File: config.mk
export PLATFORM = sky130hd
export DESIGN_NAME = uart_tx_sched
export DESIGN_NICKNAME = d
export VERILOG_FILES = /design/src/rtl/uart_tx_sched_pkg.sv /design/src/rtl/uart_tx_sched_rr_arbiter.sv /design/src/rtl/uart_tx_sched.sv
export SDC_FILE = /design/constraint.sdc
export NUM_CORES = 1
export LEC_CHECK = 0
export CAP_MARGIN = 20
export CORE_ASPECT_RATIO = 1.5
export CORE_MARGIN = 2
export CORE_UTILIZATION = 45
export DETAILED_ROUTE_END_ITERATION = 8
export PLACE_DENSITY = 0.85
export SLEW_MARGIN = 20
export SYNTH_ARGS = -nofsm -noshare
export SYNTH_HDL_FRONTEND = slang
export SYNTH_SLANG_ARGS = --single-unit
export TNS_END_PERCENT = 100
File: constraint.sdc
create_clock -name clk -period 5 [get_ports clk]
set_input_delay 1.25 -clock clk [delete_from_list [all_inputs] [get_ports clk]]
set_output_delay 1.25 -clock clk [all_outputs]
set_load 0.02 [all_outputs]
File: src/rtl/uart_tx_sched_pkg.sv
// Shared definitions for the UART transmit byte scheduler.
`default_nettype none

package uart_tx_sched_pkg;

  typedef logic [1:0] state_t;

  localparam state_t ST_IDLE      = 2'd0;
  localparam state_t ST_LOAD      = 2'd1;
  localparam state_t ST_WAIT_LOW  = 2'd2;
  localparam state_t ST_WAIT_HIGH = 2'd3;

  localparam int TMO_DEFAULT = 8;

endpackage

`default_nettype wire

File: src/rtl/uart_tx_sched_rr_arbiter.sv
// Combinational round-robin arbiter: search starts just after ptr and wraps;
// with PRIO0 set, requester 0 wins outright and is excluded from the rotation.
`default_nettype none

module rr_arbiter #(
  parameter int NREQ  = 4,
  parameter bit PRIO0 = 1'b0
) (
  input  logic [NREQ-1:0]         req,
  input  logic [$clog2(NREQ)-1:0] ptr,
  output logic                    found,
  output logic [$clog2(NREQ)-1:0] idx,
  output logic [NREQ-1:0]         onehot
);

  localparam int IW = $clog2(NREQ);

  logic [IW:0]   sum;
  logic [IW-1:0] cand;

  always_comb begin
    found  = 1'b0;
    idx    = '0;
    sum    = '0;
    cand   = '0;
    onehot = '0;
    // Candidates ptr+1 .. ptr+NREQ, so the last winner is checked last.
    for (int k = 1; k <= NREQ; k++) begin
      sum = {1'b0, ptr} + (IW+1)'(k);
      if (sum >= (IW+1)'(NREQ)) sum = sum - (IW+1)'(NREQ);
      cand = sum[IW-1:0];
      if (!found && req[cand] && !(PRIO0 && (cand == '0))) begin
        found = 1'b1;
        idx   = cand;
      end
    end
    if (PRIO0 && req[0]) begin
      found = 1'b1;
      idx   = '0;
    end
    if (found) onehot[idx] = 1'b1;
  end

endmodule

`default_nettype wire

File: src/rtl/uart_tx_sched.sv
// Schedules bytes from NREQ requesters into a UART transmit engine.
// Define UART_TX_SCHED_PRIO_EN to give requester 0 absolute priority.
`default_nettype none

module uart_tx_sched
  import uart_tx_sched_pkg::*;
#(
  parameter int NREQ = 4,
  parameter int TMO  = TMO_DEFAULT
) (
  input  logic                    clk,
  input  logic                    reset,
  input  logic [NREQ-1:0]         req,
  input  logic [8*NREQ-1:0]       data,
  output logic [NREQ-1:0]         ack,
  input  logic                    txrdy,
  output logic                    load,
  output logic [7:0]              out_data,
  output logic [$clog2(NREQ)-1:0] grant_id,
  output logic                    busy,
  output logic                    err
);

  localparam int IW = $clog2(NREQ);
  localparam int CW = $clog2(TMO + 1);
  localparam logic [IW-1:0] LAST_ID = IW'(NREQ - 1);

`ifdef UART_TX_SCHED_PRIO_EN
  localparam bit PRIO0 = 1'b1;
`else
  localparam bit PRIO0 = 1'b0;
`endif

  state_t        state;
  logic [IW-1:0] rr_ptr;
  logic [CW-1:0] tmo_cnt;

  logic          win_found;
  logic [IW-1:0] win_idx;
  logic [NREQ-1:0] win_onehot;

  rr_arbiter #(
    .NREQ  (NREQ),
    .PRIO0 (PRIO0)
  ) u_arb (
    .req    (req),
    .ptr    (rr_ptr),
    .found  (win_found),
    .idx    (win_idx),
    .onehot (win_onehot)
  );

  assign busy = (state != ST_IDLE);

  always_ff @(posedge clk) begin
    if (reset) begin
      state    <= ST_IDLE;
      load     <= 1'b0;
      ack      <= '0;
      err      <= 1'b0;
      out_data <= 8'h00;
      grant_id <= LAST_ID;
      rr_ptr   <= LAST_ID;
      tmo_cnt  <= '0;
    end else begin
      load <= 1'b0;
      ack  <= '0;
      err  <= 1'b0;
      case (state)
        ST_IDLE: begin
          if (txrdy && win_found) begin
            out_data <= data[8*win_idx +: 8];
            grant_id <= win_idx;
            // Priority grants to requester 0 leave the rotation untouched.
            if (!(PRIO0 && (win_idx == '0))) rr_ptr <= win_idx;
            load  <= 1'b1;
            ack   <= win_onehot;
            state <= ST_LOAD;
          end
        end
        ST_LOAD: begin
          tmo_cnt <= '0;
          state   <= ST_WAIT_LOW;
        end
        ST_WAIT_LOW: begin
          if (!txrdy) begin
            state <= ST_WAIT_HIGH;
          end else if (tmo_cnt == CW'(TMO - 1)) begin
            err   <= 1'b1;
            state <= ST_IDLE;
          end else begin
            tmo_cnt <= tmo_cnt + 1'b1;
          end
        end
        ST_WAIT_HIGH: begin
          if (txrdy) state <= ST_IDLE;
        end
        default: state <= ST_IDLE;
      endcase
    end
  end

endmodule

`default_nettype wire

==> results.md <==
- Clk Latency, worst-skew pair: 0.26 ns
- CP Class: in -> reg
- CTS tree: yes
- Number of fill cells: ~220
- Post-synth cell types: 36
- Final Cell Area: 1884 sq um
- Main combinational cell family by area after synthesis: simple AND/OR/NAND/NOR gates
- Pwr dens: 266.1 nW/um^2
- Worst slack, placed: roughly 1.5 ns
- DRT iter0 DRCs: 29
- Pint: 0.3442 mW
- # H-tree levels: 1
- Adder-cell area share of the yosys netlist: 0.009794
- Final hold violations: 0
- FMAX: 0.3140 GHz
- Sequential power share: 0.403
- Area leader, netlist: dfxtp_1
- Startpoint Class: primary input
- Met1 wire length: between 1 and 1.5 mm
- Leakage: ~0.8 nW
- Syn Area/Cell: ~9 sq um
- RSZ-0062 raised after global routing: no
- Clock power share: 0.254
- CTS-repair resized insts: 0
- GPL Wtd Cong: 0.7792
- Core area: 2676 sq um
- Synthesized flop and latch total: 22
- Die Ht: 69.26 um
- Nets: 238
- Final period util: 0.6369
- DR top layer: met4
- Cell depth of the worst min-delay path: 2
- Clk_skew: ~0.0012 ns
- GRT Util Overall: 0.2222
- CP required: between 5 and 6 ns
- Drt wl/cell: 14.98 um
- Critical Path Sink Type: register
- Syn Inst Count: between 100 and 150
- Number of placement rows: 23
- Post-route core utilization: 0.7041
- Vias in the first global route: 1257
- Largest net degree at the start of global routing: 21
- CTS hold repair buffers: 0
- Drt first pass iters: 4
- Vias post-DR: 1327
- Post-synthesis compound-gate area fraction: 0.2439
- Register-to-Register Path Depth: 5
- WL met2: between 1.5 and 2 mm
- Final worst slack: 1.815 ns
- Switching Share: 0.3134
- Sink Count: 22
- Final WL: 3.506 mm
- ANT nets after route: 0
- GRT Residual Overflow: 0
- Syn-to-layout area delta: 47.50%
- Simple-Gate Fraction of Synth Area: 0.3036
- Primary FF master, synth: dfxtp_1
- Synthesized area: 1277 sq um
- Detail Placement HPWL: ~2.7 mm
- Post-DP Area: 1829 sq um
- Vias per Instance: 5.671
- Total negative setup slack: 0 ns
- Deepest clock path buffer count: 2
- Syn Nets: 185
- DIE WIDTH: 47.51 um
- XOR/XNOR Fraction of Synth Area: 0.01371
- Sequential area share after synthesis: 0.3448
- Worst Path Max Fanout: 10
- Slew HR: 0.3695
- Post-synthesis mux area share: 0.01665
- Clk root buf: clkbuf_8
- Comb pwr share: 0.342
- Status: completed
- Total die area: 3290 sq um
- Maximum vdd ir drop: approximately 140 uV
- Met3 wire len: 156 um
- Diode count: 0
- Antenna violations before repair: 0
- Slew @ Worst Pin: between 0.9 and 1 ns
- Final min period: about 3.2 ns
- Post-synth EDFFs: 0
- Yosys warns: 0
- Synth top area cells: dfxtp_1 (34%), nor4_2 (7.8%), o211a_1 (7.1%)
- Net Switching: 0.1571 mW
- Setup Fix Bufs, Post-CTS: 0
- DRC viols: 0
- Endpoints failing setup: 0
- Io pins: 56
- Global-route wire length before repair: 5.423 mm
- Reg clk slew, reported paths: approximately 0.080 ns
- Max-cap violations: 0
- Num CTS Buffers: 3
- Worst EP arrival: 3.30 ns
- Ys async rst share: 0
- HP Class: reg -> reg
- # port buffers: 55
- Initial core utilization: 0.4773
- Slew Viols, Final: 0
- Yosys top cell area share: 0.3448
- Layout cells sized above 1: 0.1015
[synthesized netlist by cell type (2+ instances only)]
cell type / count
dfxtp_1: 22
nor2_1: 16
inv_1: 11
o21ai_0: 10
nor3b_1: 9
o211a_1: 9
a211oi_1: 8
nor4_2: 8
nand2_1: 7
a21oi_1: 5
nand2b_1: 4
buf_2: 3
a31oi_1: 2
and3_1: 2
buf_6: 2
clkbuf_1: 2
nand3b_1: 2
nor2b_1: 2
nor3_1: 2
nor4_1: 2
xor2_1: 2
[area by class of cell]
cell class	count	area [sq um]	share of cell area
Clock buffer	4	55.05	0.02922
Inverter	11	41.29	0.02191
Multi-Input combinational cell	105	750.7	0.3984
Sequential cell	22	440.4	0.2337
Tap cell	37	46.29	0.02457
Timing Repair Buffer	55	550.5	0.2922
[final timing paths]
| kind | from | endpoint | slack, ns |
|---|---|---|---|
| hold / removal | out_data[2] | out_data[2] | 0.53 |
| setup reg to reg | state[0] | out_data[0] | 2.96 |
| hold reg to reg | out_data[2] | out_data[2] | 0.53 |
| setup / recovery | req[2] | out_data[0] | 1.82 |
[sequential cells by signal (all words and copies together) (netlist names)]
signal,flops
err,1
state,2
rr_ptr,2
load,1
out_data,8
ack,4
tmo_cnt,4
[per-stage QoR]
step | power, mW | hold WS (ns) | std cells
finish | 0.5013 | 0.5285 | 234
CTS | 0.5018 | 0.5282 | 234
global route | 0.5223 | 0.5442 | 234
global placement | 0.3710 | 0.5097 | 230
floorplan | 0.3050 | 0.5204 | 145
detailed placement | 0.3762 | 0.5144 | 230
[critical path, cell delays in order]
cell and delay (ns):
clkdlybuf4s50_1 0.56, nor2_1 0.13, a211oi_4 0.53, nand3_2 0.34, a211oi_1 0.40, nor4_2 0.09
[cells by family after synthesis]
kind of cell | count (synthesis)
fa+ha+maj | 1
mux | 2
buf+inv | 18
simple gates | 60
flops | 22
xor+xnor | 2
compound gates | 40
[placed cells by master (no fill, tap or decap), types with 2 or more instances in the layout]
master / n
a211oi_1: 8
a21oi_1: 5
a31oi_1: 2
and3_1: 2
clkbuf_8: 4
clkdlybuf4s50_1: 55
dfxtp_1: 22
inv_1: 11
nand2_1: 7
nand2b_1: 4
nand3b_1: 2
nor2_1: 16
nor2b_1: 2
nor3_1: 2
nor3b_1: 9
nor4_1: 2
nor4_2: 8
o211a_1: 9
o21ai_0: 10
xor2_1: 2
[power groups by stage]
| stage | Sequential, mW | Combinational, mW | Clock, mW |
|---|---|---|---|
| finish | 0.202 | 0.172 | 0.128 |
| detailed placement | 0.206 | 0.170 | 0 |
| CTS | 0.202 | 0.172 | 0.128 |
| global placement | 0.205 | 0.166 | 0 |
| global route | 0.204 | 0.185 | 0.133 |
| floorplan | 0.218 | 0.0870 | 0 |
[routing by layer]
layer | vias to the layer above | track usage
met4 | 0 | 0.06790
met1 | 627 | 0.2472
met3 | 13 | 0.03125
met5 | - | 0
li1 | 634 | -
met2 | 53 | 0.4009
Note: power is estimated with default switching activity, not from simulation.
==> RTL edit 1: new RTL, config.mk and constraints unchanged <==
`TMO_DEFAULT`: 8 -> 4.
--- a/src/rtl/uart_tx_sched_pkg.sv
+++ b/src/rtl/uart_tx_sched_pkg.sv
@@ -12,3 +12,3 @@
 
-  localparam int TMO_DEFAULT = 8;
+  localparam int TMO_DEFAULT = 4;
 
Formal check against the unedited RTL: not equivalent (a bounded check fails within 10 cycles, from zero or initial values and one cycle with reset high).
==> RTL edit 1 against the unedited design <==
  * Sequential power shrank 4%
  * Setup slack gained 390 ps
  * Design area shrank 1.1%
  * Count of clock-buffer cells in the layout is the same
  * Synthesized area shrank 2.6%
  * Clock power shrank 14%
  * Routed wire length shrank 14%
  * Global-route usage shrank 1.0 points
  * Power shrank 4.7%
  * Sequential cell count shrank 1
  * Critical endpoint is now out_data[6]$_SDFFE_PP0P_
  * Largest cell class unchanged
  * Largest power group unchanged
  * Highest routed layer unchanged
==> RTL edit 1: results (changes against the unedited design) <==
Syn nets -> 158 (-15%)
Antenna violations before repair -> 0 (unchanged)
Nets -> 216 (-9.2%)
Slew at the pin closest to its max-slew limit -> 562 ps (-381 ps)
Hold_sp -> rr_ptr[0]$_SDFFE_PP1P_
Global-route wire length before repair -> 4960 µm (-8.5%)
Routed len/inst -> 14.3 µm (-4.5%)
Largest net degree at the start of global routing -> 18 (-14%)
Drt initial violations -> 22 (-24%)
Fill cells -> 220 (-0.90%)
# diodes -> 0 (unchanged)
Clock Skews -> 1.03 ps (-0.212 ps)
Clk slew on worst S/H paths -> 70 ps
Hold Worst Slack -> 554 ps (+25.4 ps)
Top post-synthesis cells by count -> 21 x dfxtp_1, 16 x a211oi_2, 9 x nor2_1
HP Class -> register to register
Root buffer cell -> clkbuf_8
Clock buffers created by TritonCTS -> 3 (unchanged)
Most flop-heavy register -> out_data
FFs w/ async S/R, synth -> 0% (unchanged)
Clk buf depth -> 2 (unchanged)
Synth area leaders -> dfxtp_1 34%, a211oi_2 16%, mux2i_1 6.4%
Maximum fanout along the worst path -> 10 (unchanged)
Worst hold path cell count -> 1 (-1)
Unique masters post-synth -> 34 (-5.6%)
Leak -> 0.710 nW (-9.6%)
Biggest regs -> out_data x8, ack x4, tmo_cnt x3
Total track usage -> 21.2% (-1.0 points)
DRC errors left -> 0 (unchanged)
RR Endpoint -> out_data[3]$_SDFFE_PP0P_
Synth Flop Type -> dfxtp_1
Vias in the first global route -> 1107 (-12%)
Post-Route WL -> 3020 µm (-14%)
HPWL Detailed -> 2480 µm (-8.2%)
Mapped Avg Cell Area -> 10.6 µm² (+21%)
R2r setup slk -> 3400 ps (+440 ps)
CTS H-tree lvls -> 1 (unchanged)
Post-DR vias/cell -> 5.32 (-6.1%)
PostCTS Resize Cnt -> 0 (unchanged)
Reg2reg start -> rr_ptr[0]$_SDFFE_PP1P_
Share of cells above drive strength 1 -> 21.3% (+11 points)
Number of setup buffers added after CTS -> 0 (unchanged)
R2R cell count -> 5 (unchanged)
Status -> completed
Worst Hold End -> rr_ptr[0]$_SDFFE_PP1P_
Clk_lat worst skew -> 250 ps
Routability Congestion -> 0.715 (-8.3%)
Placed Cells -> 207 (-10%)
YS warnings -> 0 (unchanged)
Peak supply drop -> 0.000139 V (-0.76%)
Number of port buffers -> 55 (unchanged)
Arr. time, crit path -> 2940 ps (-360 ps)
Sequential-to-total area share from yosys stat -> 33.8% (-0.67 points)
DR pass1 iterations -> 3 (-1)
[RTL edit 1: critical path: stages]
cell,delay (ps)
clkdlybuf4s50_1,590
nor2_2,90
a211oi_4,500
nand2_4,180
a211oi_2,270
a211oi_2,50
[RTL edit 1: cell families after synthesis]
family	synth area share (%)
fa+ha+maj	2.01
flops	33.8
compound gates	30.3
simple gates	22.1
mux	8.25
buf+inv	3.52
[RTL edit 1: how the worst max path moves through the flow]
| stage | startpoint | endpoint | slack, ps |
|---|---|---|---|
| after CTS | req[1] | out_data[6]$_SDFFE_PP0P_ | 2200 |
| after detailed placement | req[3] | out_data[0]$_SDFFE_PP0P_ | 1930 |
| after global placement | req[1] | out_data[5]$_SDFFE_PP0P_ | 1980 |
| after global routing | req[1] | out_data[5]$_SDFFE_PP0P_ | 2040 |
| final | req[1] | out_data[6]$_SDFFE_PP0P_ | 2200 |
| after floorplan | req[2] | out_data[0]$_SDFFE_PP0P_ | 2670 |
[RTL edit 1: stage by stage]
step                power (mW)  setup slack [ps]  cell area, µm²
detailed placement       0.372              1930            1820
global route             0.499              2040            1860
floorplan                0.300              2670            1240
CTS                      0.480              2200            1860
global placement         0.367              1980            1820
finish                   0.478              2200            1860
[RTL edit 1: area by class of cell]
| cell class | instances | area (µm²) | share of cell area [%] |
|---|---|---|---|
| clock buffers | 4 | 45.0 | 2.42 |
| inverters | 2 | 21.3 | 1.14 |
| multi-input cells | 92 | 779 | 41.8 |
| flip-flops and latches | 21 | 420 | 22.6 |
| well taps | 37 | 46.3 | 2.48 |
| repair buffers | 55 | 551 | 29.5 |
[RTL edit 1: power by group]
part           switching [mW]  leakage [nW]  total [mW]  internal, mW
combinational          0.0826         0.515       0.175        0.0921
clock                  0.0537        0.0228       0.110        0.0567
sequential             0.0110         0.172       0.193         0.182
[RTL edit 1: layer usage]
metal,part of all wire (%),GRT usage [%],up-vias
li1,-,-,560
met1,41,23.2,526
met2,54,40.4,33
met3,3.5,3.17,4
met4,0.89,5.56,0
met5,0,0,-
==> RTL edit 2: new RTL, same settings <==
Without the edit above. Make the reset (`reset`) asynchronous in one clocked block.
--- a/src/rtl/uart_tx_sched.sv
+++ b/src/rtl/uart_tx_sched.sv
@@ -54,3 +54,3 @@
 
-  always_ff @(posedge clk) begin
+  always_ff @(posedge clk or posedge reset) begin
     if (reset) begin
Check against the original RTL: differs if reset is asserted again (counterexample within 4 cycles, from zero or initial values and one cycle with reset high); with reset held inactive, the same outputs for 10 cycles.
==> RTL edit 2 against the unedited design <==
  * Count of clock-buffer cells in the layout down 1
  * Synthesized area about the same
  * Global-route usage increased by 0.68 points
  * Design area rose by 1.5%
  * Routed wire length shrank 1.5%
  * Critical path type unchanged
  * Highest routed layer unchanged
  * Sequential cell count stayed put
  * Cell count shrank 4.7%
  * Setup slack improved by 160 ps
Power is not compared: it rests on default switching activity, and its combinational part moved more than twofold at a synthesized area within 25%.
==> RTL edit 2: results (changes against the unedited design) <==
Status -> completed
Total grt overflow -> 0 (unchanged)
Clk slew on worst S/H paths -> 80 ps (about the same)
Fill cells -> 215 (-3.2%)
Synth area leaders -> dfrtp_1 39%, mux2_4 8.2%, o211a_1 6.3%
Worst hold path cell count -> 2 (unchanged)
Internal power -> 0.594 mW
Syn nets -> 171 (-7.6%)
PostCTS Resize Cnt -> 0 (unchanged)
Routability Congestion -> 0.773 (-0.83%)
Clock Skews -> 6.47 ps (+5.24 ps)
HPWL Detailed -> 2560 µm (-5.1%)
Post-Route WL -> 3450 µm (-1.5%)
Number of setup buffers added after CTS -> 0 (unchanged)
Post-DR vias/cell -> 5.32 (-6.2%)
Slew at the pin closest to its max-slew limit -> 859 ps (-83.5 ps)
Worst Hold End -> rr_ptr[1]$_DFFE_PP1P_
Share of cells above drive strength 1 -> 14.5% (+4.4 points)
Clock buffers created by TritonCTS -> 3 (unchanged)
Synth Flop Type -> dfrtp_1
FFs w/ async S/R, synth -> 100% (+100 points)
Largest net degree at the start of global routing -> 23 (+9.5%)
DR pass1 iterations -> 4 (unchanged)
Maximum fanout along the worst path -> 20 (+10)
Vias in the first global route -> 1259 (+0.16%)
Peak supply drop -> 0.000305 V
Sequential-to-total area share from yosys stat -> 43.3% (+8.9 points)
R2R cell count -> 5 (unchanged)
Total track usage -> 22.9% (+0.68 points)
CTS H-tree lvls -> 1 (unchanged)
Clk buf depth -> 2 (unchanged)
Worst slack at placement -> 1720 ps (+171 ps)
Clk_lat worst skew -> 270 ps
Antenna violations before repair -> 0 (unchanged)
Reg2reg start -> rr_ptr[0]$_DFFE_PP1P_
Drt initial violations -> 51 (+76%)
# diodes -> 0 (unchanged)
HP Class -> register to register
RR Endpoint -> out_data[3]$_DFFE_PP0P_
Nets -> 227 (-4.6%)
Top post-synthesis cells by count -> 20 x dfrtp_1, 14 x inv_1, 13 x nand2_1
Most flop-heavy register -> out_data
Root buffer cell -> clkbuf_8
Post-synth EDFFs -> 0 (unchanged)
Leak -> 0.862 nW
Global-route wire length before repair -> 5510 µm (+1.7%)
Unique masters post-synth -> 36 (unchanged)
Hold_sp -> rr_ptr[1]$_DFFE_PP1P_
YS warnings -> 0 (unchanged)
Biggest regs -> out_data x8, ack x4, tmo_cnt x4
Number of port buffers -> 55 (unchanged)
R2r setup slk -> 3090 ps (+130 ps)
-- RTL edit 2: cell count changes in the layout (fill, tap and decap cells not counted), moves of 6 or more --
cell / delta
o21ai_0: -6
dfrtp_1: +20
nand2_1: +6
mux2_4: +7
nor3b_1: -8
o221ai_1: +8
a211oi_1: -8
nor2_1: -6
nor4_2: -8
or2_2: +7
dfxtp_1: -22
-- RTL edit 2: per-layer routing --
| layer | wire length (µm) | GRT usage (%) | up-vias |
|---|---|---|---|
| met5 | 0 | 0 | - |
| met4 | 54 | 8.33 | 0 |
| met3 | 137 | 2.34 | 6 |
| met2 | 1940 | 39.9 | 42 |
| met1 | 1320 | 27.0 | 578 |
| li1 | - | - | 560 |
-- RTL edit 2: area by class of cell --
class                           instances  area (µm²)  area share [%]
Multi-Input combinational cell         88         624            32.6
Timing Repair Buffer                   56         558            29.2
Sequential cell                        22         553            28.9
Inverter                               16        60.1            3.14
Tap cell                               37        46.3            2.42
Clock buffer                            3        41.3            2.16
Clock inverter                          1        30.0            1.57
-- RTL edit 2: worst max-delay path, stage by stage --
cell	delay, ps
clkdlybuf4s50_1	510
o21ai_2	390
and3_4	460
mux2_2	370
o211a_1	200
-- RTL edit 2: worst max path at each step --
stage	startpoint	to	slack, ps	cells past startpoint
6_report	req[1]	out_data[3]$_DFFE_PP0P_	1970	5
5_1_grt	req[1]	out_data[7]$_DFFE_PP0P_	1860	6
4_1_cts	req[1]	out_data[3]$_DFFE_PP0P_	1980	5
3_5_place_dp	req[1]	out_data[3]$_DFFE_PP0P_	1720	5
3_3_place_gp	req[1]	out_data[3]$_DFFE_PP0P_	1760	5
2_1_floorplan	req[1]	out_data[0]$_DFFE_PP0P_	2500	5
-- RTL edit 2: power groups by stage --
stage	Sequential (mW)	Combinational (mW)	Clock (mW)
final	0.295	0.462	0.166
after global routing	0.304	0.499	0.175
after detailed placement	0.298	0.462	0
after global placement	0.292	0.446	0
after floorplan	0.346	0.244	0
after CTS	0.295	0.465	0.169
-- RTL edit 2: stage by stage --
| step | power [mW] | utilization (%) | hold WS, ps | cell area (µm²) | instances |
|---|---|---|---|---|---|
| 6_report | 0.924 | 71.5 | 522 | 1910 | 223 |
| 5_1_grt | 0.979 | 71.5 | 536 | 1910 | 223 |
| 4_1_cts | 0.928 | 71.5 | 519 | 1910 | 223 |
| 3_5_place_dp | 0.759 | 68.8 | 507 | 1840 | 219 |
| 3_3_place_gp | 0.738 | 68.8 | 481 | 1840 | 219 |
| 2_1_floorplan | 0.589 | - | 486 | 1280 | 131 |
-- RTL edit 2: kinds of logic after synthesis --
kind of cell	synth area share, %
mux	9.12
buf+inv	7.74
flops	43.3
fa+ha+maj	0.980
simple gates	20.8
xor+xnor	0.686
compound gates	17.4
